## src/rtl/mem_pkg.sv

```systemverilog
// Shared constants, opcodes and FSM state encoding for the load/store front end
// and the 32 x 16-bit main memory it drives.
package mem_pkg;

  localparam int unsigned ADDR_W = 5;
  localparam int unsigned DATA_W = 16;
  localparam int unsigned DEPTH  = 32;

  localparam logic [1:0] OP_READ  = 2'b00;
  localparam logic [1:0] OP_WRITE = 2'b01;
  localparam logic [1:0] OP_CLEAR = 2'b10;
  localparam logic [1:0] OP_RSVD  = 2'b11;

  typedef enum logic [2:0] {
    StIdle,
    StIssue,
    StCapture,
    StClear,
    StResp
  } state_e;

endpackage

```

## src/rtl/mem_access_unit.sv

```systemverilog
// Load/store front end: one request at a time, sequences the memory's registered
// port and returns a held response. Also fills the whole memory on CLEAR.
module mem_access_unit
  import mem_pkg::*;
(
  input  logic              clock,
  input  logic              reset,
  input  logic              req_valid,
  output logic              req_ready,
  input  logic [1:0]        req_op,
  input  logic [ADDR_W-1:0] req_addr,
  input  logic [DATA_W-1:0] req_wdata,
  output logic              resp_valid,
  input  logic              resp_ready,
  output logic [DATA_W-1:0] resp_rdata,
  output logic              resp_err,
  output logic              busy,
  output logic              mem_write,
  output logic [ADDR_W-1:0] mem_addr,
  output logic [DATA_W-1:0] mem_write_data,
  input  logic [DATA_W-1:0] mem_read_data
);

  localparam logic [ADDR_W:0] CntLast = (ADDR_W + 1)'(DEPTH - 1);

  state_e            state_q, state_d;
  logic [1:0]        op_q, op_d;
  logic [ADDR_W-1:0] addr_q, addr_d;
  logic [DATA_W-1:0] wdata_q, wdata_d;
  logic [ADDR_W:0]   cnt_q, cnt_d;
  logic [DATA_W-1:0] rdata_q, rdata_d;
  logic              err_q, err_d;
  logic              accept;

  always_ff @(posedge clock or posedge reset) begin
    if (reset) begin
      state_q <= StIdle;
      op_q    <= OP_READ;
      addr_q  <= '0;
      wdata_q <= '0;
      cnt_q   <= '0;
      rdata_q <= '0;
      err_q   <= 1'b0;
    end else begin
      state_q <= state_d;
      op_q    <= op_d;
      addr_q  <= addr_d;
      wdata_q <= wdata_d;
      cnt_q   <= cnt_d;
      rdata_q <= rdata_d;
      err_q   <= err_d;
    end
  end

  // req_ready is gated by reset so it stays low for the whole reset window.
  assign req_ready  = (state_q == StIdle) && !reset;
  assign accept     = req_valid && req_ready;
  assign resp_valid = (state_q == StResp);
  assign busy       = (state_q != StIdle);
  assign resp_rdata = rdata_q;
  assign resp_err   = err_q;

  always_comb begin
    state_d        = state_q;
    op_d           = op_q;
    addr_d         = addr_q;
    wdata_d        = wdata_q;
    cnt_d          = cnt_q;
    rdata_d        = rdata_q;
    err_d          = err_q;
    mem_write      = 1'b0;
    mem_addr       = '0;
    mem_write_data = '0;

    unique case (state_q)
      StIdle: begin
        if (accept) begin
          op_d    = req_op;
          addr_d  = req_addr;
          wdata_d = req_wdata;
          unique case (req_op)
            OP_READ, OP_WRITE: state_d = StIssue;
            OP_CLEAR: begin
              cnt_d   = '0;
              state_d = StClear;
            end
            default: begin
              rdata_d = '0;
              err_d   = 1'b1;
              state_d = StResp;
            end
          endcase
        end
      end
      StIssue: begin
        mem_addr       = addr_q;
        mem_write      = (op_q == OP_WRITE);
        mem_write_data = wdata_q;
        if (op_q == OP_WRITE) begin
          rdata_d = wdata_q;
          state_d = StResp;
        end else begin
          state_d = StCapture;
        end
      end
      StCapture: begin
        // Address held so the registered read port keeps returning the same word.
        mem_addr = addr_q;
        rdata_d  = mem_read_data;
        state_d  = StResp;
      end
      StClear: begin
        mem_write      = 1'b1;
        mem_addr       = cnt_q[ADDR_W-1:0];
        mem_write_data = wdata_q;
        cnt_d          = cnt_q + 1'b1;
        if (cnt_q == CntLast) begin
          rdata_d = wdata_q;
          state_d = StResp;
        end
      end
      StResp: begin
        if (resp_ready) begin
          err_d   = 1'b0;
          state_d = StIdle;
        end
      end
      default: state_d = StIdle;
    endcase
  end

endmodule

```

## config.mk

```make
export PLATFORM = sky130hd
export DESIGN_NAME = mem_access_unit
export DESIGN_NICKNAME = d
export VERILOG_FILES = /design/src/rtl/mem_pkg.sv /design/src/rtl/mem_access_unit.sv
export SDC_FILE = /design/constraint.sdc
export NUM_CORES = 1
export LEC_CHECK = 0
export ABC_AREA = 1
export BUFFER_PORTS_ARGS = -buffer_cell sky130_fd_sc_hd__buf_2
export CAP_MARGIN = 20
export CORE_UTILIZATION = 40
export DETAILED_ROUTE_END_ITERATION = 8
export PLACE_DENSITY = 0.73
export SYNTH_ARGS = -nofsm -noshare
export SYNTH_HDL_FRONTEND = slang
export SYNTH_SLANG_ARGS = --single-unit
```

## constraint.sdc

```tcl
create_clock -name clock -period 3.7 [get_ports clock]
set_input_delay 0.74 -clock clock [delete_from_list [all_inputs] [get_ports clock]]
set_output_delay 0.74 -clock clock [all_outputs]
set_load 0.05 [all_outputs]
```

==> summary.md, run 1 <==
| Metric | Value |
|---|---|
| Fraction of layout cells with a size suffix above 1 | 27.5% |
| Instance area after placement | between 3000 and 4000 µm² |
| Leading cell type by number of instances after synthesis | nand2_1 |
| Final design area excluding fillers | roughly 3200 µm² |
| Biggest area contributors in the synthesized netlist | dfrtp_1 (46%), nand2_1 (9.5%), inv_1 (9.3%) |
| Post-cts resize count | 0 |
| Placer congestion estimate | around 0.85 |
| Utilization after layout | approximately half |
| Biggest area consumer among synthesized cells | dfrtp_1 |
| Post-detailed-route DRC marker count | 0 |
| Total standard cell area after synthesis | 2660 µm² |
| Unrepaired setup endpoints after global routing | false |
| Worst-path maximum fanout | 17 |
| Final cell count without fillers | 492 |
| Vertical die dimension | around 84 µm |
| Measured slew at the worst slew-check pin | 0.962 ns |
| Max Buffers Root-to-Sink | 2 |
| Global-route wire length before repair | about 11000 µm |
| Number of placed instances with taps included | roughly 480 |
| Remaining global-route overflow | 0 |
| Setup total negative slack | 0 ns |
| Max Clock Freq | around 370 MHz |
| Sum of buffers and inverters on the critical path | 2 |
| HPWL Detailed | roughly 4500 µm |
| Final period util | between 70% and 80% |
| Sequential area share after synthesis | a little under half |
| Worst Path Required | 2.96 ns |
| Cts bufs inserted | 5 |
| Most Crowded Layer GR | met2 |
| Initial cell density of the core | between 40% and 50% |
| PwrDens | ~870 nW/µm² |
| CP Cell Sequence | nand3b_2 > nand2_1 > inv_1 > o21ai_0 > buf_2 |
| Critical Path End Type | primary output |
| Routed via count divided by cell count | 4.84 |
| Share of flip-flops with an asynchronous set or reset after synthesis | 100% |
| Number of global-route vias before repair | 2288 |
| Levels on crit path | 5 |
| Net count of the mapped netlist | 379 |
| Slew HR | a little over a third |
| Share of the synthesized area in the top cell type | 46.1% |
| Total inserted antenna cells | 0 |
| Post-Synthesis Mean Instance Area | between 7 and 8 µm² |
| Postcts setup bufs | 0 |
| Result of the run | finished, final reports clean |
| Number of antenna violations at the first check in global routing | 0 |
| Mean routed wirelength per cell | between 10 and 15 µm |
| Count of state elements after synthesis | around 50 |
| Met2 Usage GRT | a little under a third |
| Synth-to-Final Area Change | 19.2% |
| Clk_skew | around 0.012 ns |
| Met3 demand-to-capacity share in global routing | between 3 and 4% |
| Clock input transition at the sequential cells of the worst setup and hold paths | 0.09 ns |
| GRT Total Usage | a little under a fifth |
| IO Port Bufs | between 80 and 90 |
| Top cells by instance count after synthesis | nand2_1 (67), inv_1 (66), dfrtp_1 (49), o21ai_0 (30), nor2_1 (23) |
| Floorplan Core Area | ~6400 µm² |
| Top Ports | 85 |
| Count of endpoints failing setup in the final report | 0 |
| CTS tree | built |
| Leakage dissipation | about 0.0018 µW |
| Hold Vio Cnt, Final | 0 |
| Global-route track usage on met1 | 24.6% |
| Worst min-delay path class | register to register |
| Worst ir drop on vdd | a little over 0.4 mV |
| Overall via count from detail_route | between 2000 and 2500 |
| Die Area | approximately 7000 µm² |
| Sink count of the clock tree | just under 50 |
| YS warnings | 0 |
| Mapped Cells | 335 |
| Startpoint class of the critical path | register |
| Count of unique library cells instantiated by Yosys | 30 |
| Count of flip-flops with a built-in enable after synthesis | 0 |
| Max Cap Violations | 0 |
| Final WL | 6320 µm |
| Maximum level of the CTS H-tree | 2 |
| Cell count of the worst hold path | 2 |
| 1st-pass router iterations | 4 |
| Time the final worst path needs with I/O delays and setup | roughly 2.7 ns |
| Clock latency on the worst-skew pair | 0.29 ns |
| Category of cells accounting for the largest share of critical-path delay | simple AND/OR/NAND/NOR gates |
| Logic depth of the worst register-to-register path | 5 |
| Slowest library cell on the worst path | nand3b_2 |
| Critical path's largest stage delay | approximately 0.50 ns |
| DRT iter0 DRCs | roughly 140 |
| Hold-fix buffers at CTS | 0 |
| Pin count of the biggest net entering global routing | 50 |
| Die X-Extent | about 84 µm |
| Final layout net count | approximately 460 |
| Critical setup path kind | register to primary output |
| Most used DFF post-synth | dfrtp_1 |
| Arr. time, crit path | between 1.5 and 2 ns |
| Row cnt | 29 |
| Clock tree root buffer cell | clkbuf_8 |
| Fin. max-slew vios | 0 |
| Post-detailed-route count of antenna-violating nets | 0 |
[state kept, by name, summed over array words and instances (netlist names)]
register	count
resp_err	1
state_q	3
addr_q	5
cnt_q	6
op_q	2
wdata_q	16
resp_rdata	16
[tightest hold or removal path, delay by kind of cell (launching register included)]
family / cells / cell delay, ns
DFF: 1 / 0.35
and+or+nand+nor: 2 / 0.11
[power by group]
part	switching [µW]	internal, µW	total (µW)
sequential	108	751	859
combinational	1220	371	1590
clock	173	134	308
total	1500	1260	2760
[area by class of cell]
cell class,instances,area (µm²)
sequential,49,1230
multi-input combinational,202,1060
timing repair buffer,86,435
inverter,70,268
clock inverter,1,7.51
tap,77,96.3
clock buffer,7,76.3
fill,650,3220
[per-layer routing]
layer  vias up  routed length, µm
li1       1212                  -
met1      1086               2870
met2        70               3030
met3        12                272
met4         0                149
met5         -                  0
[final timing paths]
kind / from / endpoint / slack, ns
min in group asynchronous: reset / resp_rdata[15]$_DFFE_PP0P_ / 0.68
worst min-delay path: cnt_q[5]$_DFFE_PP0P_ / cnt_q[5]$_DFFE_PP0P_ / 0.49
worst max-delay path: state_q[0]$_DFFE_PP0P_ / mem_addr[1] / 0.97
max in group asynchronous: reset / op_q[0]$_DFFE_PP0P_ / 2.59
worst min register to register: cnt_q[5]$_DFFE_PP0P_ / cnt_q[5]$_DFFE_PP0P_ / 0.49
worst max register to register: state_q[1]$_DFFE_PP0P_ / wdata_q[1]$_DFFE_PP0P_ / 1.53
[cells in the final DEF, fill, tap and decap left out, drive strengths merged]
master,count
nor2,27
nand3,22
dfrtp,49
o22ai,20
o21ai,32
nand4,2
clkbuf,7
nand2,72
inv,70
a21oi,4
nor4,1
clkinvlp,1
ha,1
buf,86
or2,1
nand3b,1
nor3,2
o21bai,16
o211ai,1
[logic make-up (layout without fill, tap and decap cells)]
logic type / after synthesis / in the layout / share of synthesized area, %
simple gates: 128 / 128 / 22.4
buf+inv: 84 / 164 / 14.3
compound gates: 73 / 73 / 16.7
flops: 49 / 49 / 46.1
fa+ha+maj: 1 / 1 / 0.471
[through the flow]
| stage | setup WS [ns] | power, µW | hold WS [ns] |
|---|---|---|---|
| after floorplan | 0.975 | 2150 | 0.449 |
| after global placement | 1.32 | 2430 | 0.465 |
| after detailed placement | 1.29 | 2460 | 0.473 |
| after CTS | 0.960 | 2780 | 0.498 |
| after global routing | 0.797 | 2950 | 0.530 |
| final | 0.967 | 2760 | 0.492 |
Note: power is estimated with default switching activity, not from simulation.
==> run 2: changes to the inputs <==
--- a/config.mk
+++ b/config.mk
@@ -10,7 +10,7 @@
 export CAP_MARGIN = 20
 export CORE_UTILIZATION = 40
 export DETAILED_ROUTE_END_ITERATION = 8
-export PLACE_DENSITY = 0.73
+export PLACE_DENSITY = 0.76
 export SYNTH_ARGS = -nofsm -noshare
 export SYNTH_HDL_FRONTEND = slang
 export SYNTH_SLANG_ARGS = --single-unit
==> constraint.sdc (replaced) <==
create_clock -name clock -period 2.25 [get_ports clock]
set_input_delay 0.45 -clock clock [delete_from_list [all_inputs] [get_ports clock]]
set_output_delay 0.45 -clock clock [all_outputs]
set_load 0.05 [all_outputs]
==> summary.md, run 2 (same netlist as run 1, synthesis figures left out) <==
| Metric | Value |
|---|---|
| Result of the run | finished, final reports clean |
| Final layout net count | 460 |
| Number of global-route vias before repair | roughly 2400 |
| Remaining global-route overflow | 0 |
| Synth-to-Final Area Change | 19.8% |
| Max Buffers Root-to-Sink | 2 |
| Post-detailed-route DRC marker count | 0 |
| Commonest cells after routing, fill and taps aside | buf_2 (83), nand2_1 (67), inv_1 (65) |
| Worst ir drop on vdd | between 0.5 and 0.6 mV |
| Utilization after layout | 49.9% |
| Overall via count from detail_route | about 2400 |
| Row cnt | 29 |
| DRT iter0 DRCs | 90 |
| Unrepaired setup endpoints after global routing | false |
| Worst min-delay path class | input pin to register |
| Measured slew at the worst slew-check pin | 0.643 ns |
| Fraction of layout cells with a size suffix above 1 | 28.3% |
| Pin count of the biggest net entering global routing | 50 |
| Slowest library cell on the worst path | dfrtp_2 |
| PwrDens | about 1400 nW/µm² |
| Final period util | about 93% |
| Max Cap Violations | 0 |
| Total inserted antenna cells | 0 |
| Worst setup path start | state_q[2]$_DFFE_PP0P_ |
| Area of the multi-input gates | 1060 µm² |
| # fillers | 610 |
| Placer congestion estimate | around 0.87 |
| Top Ports | 85 |
| Cts bufs inserted | 5 |
| Hold-fix buffers at CTS | 0 |
| Floorplan Core Area | around 6400 µm² |
| Die X-Extent | roughly 84 µm |
| GRT Total Usage | about a fifth |
| Global-route wire length before repair | 10900 µm |
| Clock input transition at the sequential cells of the worst setup and hold paths | ~0.09 ns |
| Max Clock Freq | ~480 MHz |
| Number of antenna violations at the first check in global routing | 0 |
| Leakage dissipation | 0.00179 µW |
| Worst hold path startpoint | req_wdata[2] |
| Critical Path End Type | primary output |
| Clk_skew | 0.00421 ns |
| R2r startpoint | cnt_q[1]$_DFFE_PP0P_ |
| Mean routed wirelength per cell | between 10 and 15 µm |
| Category of cells accounting for the largest share of critical-path delay | buffers and inverters |
| Arr. time, crit path | between 1.5 and 2 ns |
| HPWL Detailed | around 4800 µm |
| Maximum level of the CTS H-tree | 2 |
| Count of endpoints failing setup in the final report | 0 |
| CTS tree | built |
| Initial cell density of the core | 41.6% |
| Setup total negative slack | 0 ns |
| CP Cell Sequence | inv_4 > nand2_4 > buf_4 > nor2_1 > buf_2 |
| Clock tree root buffer cell | clkbuf_8 |
| Startpoint class of the critical path | register |
| 1st-pass router iterations | 5 |
| Time the final worst path needs with I/O delays and setup | 2.10 ns |
| Routed via count divided by cell count | a little under 5 |
| Critical setup path kind | register to primary output |
| Sink count of the clock tree | between 40 and 50 |
| Die Area | ~7000 µm² |
| Worst-path maximum fanout | 29 |
| Fin. max-slew vios | 0 |
| Most common cell after layout, fill and taps aside | buf_2 |
| Worst Path Required | 1.80 ns |
| Critical path's largest stage delay | 0.47 ns |
| Final WL | 6550 µm |
| Hold Vio Cnt, Final | 0 |
| IO Port Bufs | 84 |
| Clock latency on the worst-skew pair | 0.30 ns |
| Slew HR | about 57% |
| Post-detailed-route count of antenna-violating nets | 0 |
| Sum of buffers and inverters on the critical path | 3 |
| Vertical die dimension | roughly 84 µm |
| Area occupied by registers | approximately 1200 µm² |
## run 2: cell types whose count changed in the layout (fill, tap and decap cells not counted), sizes merged
cell and delta:
clkinv +2, clkinvlp -1, buf +1
## run 2: repair_timing
action                                  4_1_cts  5_1_grt
setup buffers                                 0        0
endpoints found under the setup margin        0        2
resized for setup                             0        2
## run 2: metrics by stage
step           instances  instance area (µm²)  total power [µW]  hold slack, ns  setup WS, ns
2_1_floorplan        335                 2660              3540           0.449        -0.185
3_3_place_gp         486                 3100              4030           0.466         0.475
3_5_place_dp         486                 3100              4090           0.483         0.445
4_1_cts              494                 3180              4610           0.346         0.115
5_1_grt              494                 3180              4890           0.348        0.0230
6_report             494                 3180              4580           0.351         0.153
## run 2: power breakdown
group	internal, µW	leakage [µW]	switching (µW)	total, µW
sequential	1240	0.000631	176	1410
clock	216	0.0000450	292	509
combinational	629	0.00111	2030	2660
total	2080	0.00179	2500	4580
## run 2: final cells by class
class	count	area share (%)
flip-flops and latches	49	38.5
repair buffers	88	14.2
well taps	77	3.03
multi-input cells	202	33.2
clock buffers	6	2.28
clock inverters	2	0.314
inverters	70	8.41
## run 2: final timing paths
check | to | slack [ns] | cells after the start
setup / recovery | mem_write_data[11] | 0.15 | 5
hold / removal | wdata_q[2]$_DFFE_PP0P_ | 0.35 | 3
setup reg to reg | resp_rdata[6]$_DFFE_PP0P_ | 0.41 | 7
hold reg to reg | resp_err$_DFFE_PP0P_ | 0.51 | 2
max in group asynchronous | state_q[2]$_DFFE_PP0P_ | 1.42 | 3
min in group asynchronous | op_q[0]$_DFFE_PP0P_ | 0.39 | 3
## run 2: tightest hold or removal path: stages
cell	delay [ns]
buf_2	0.07
nand2_1	0.04
o21ai_0	0.05
## run 2: routing by layer
| metal | part of all wire (%) | up-vias | track usage [%] |
|---|---|---|---|
| met5 | 0 | - | 0 |
| met4 | 1.7 | 0 | 6.78 |
| met3 | 4.9 | 11 | 3.46 |
| met2 | 49 | 73 | 32.6 |
| met1 | 44 | 1117 | 25.5 |
| li1 | - | 1218 | - |
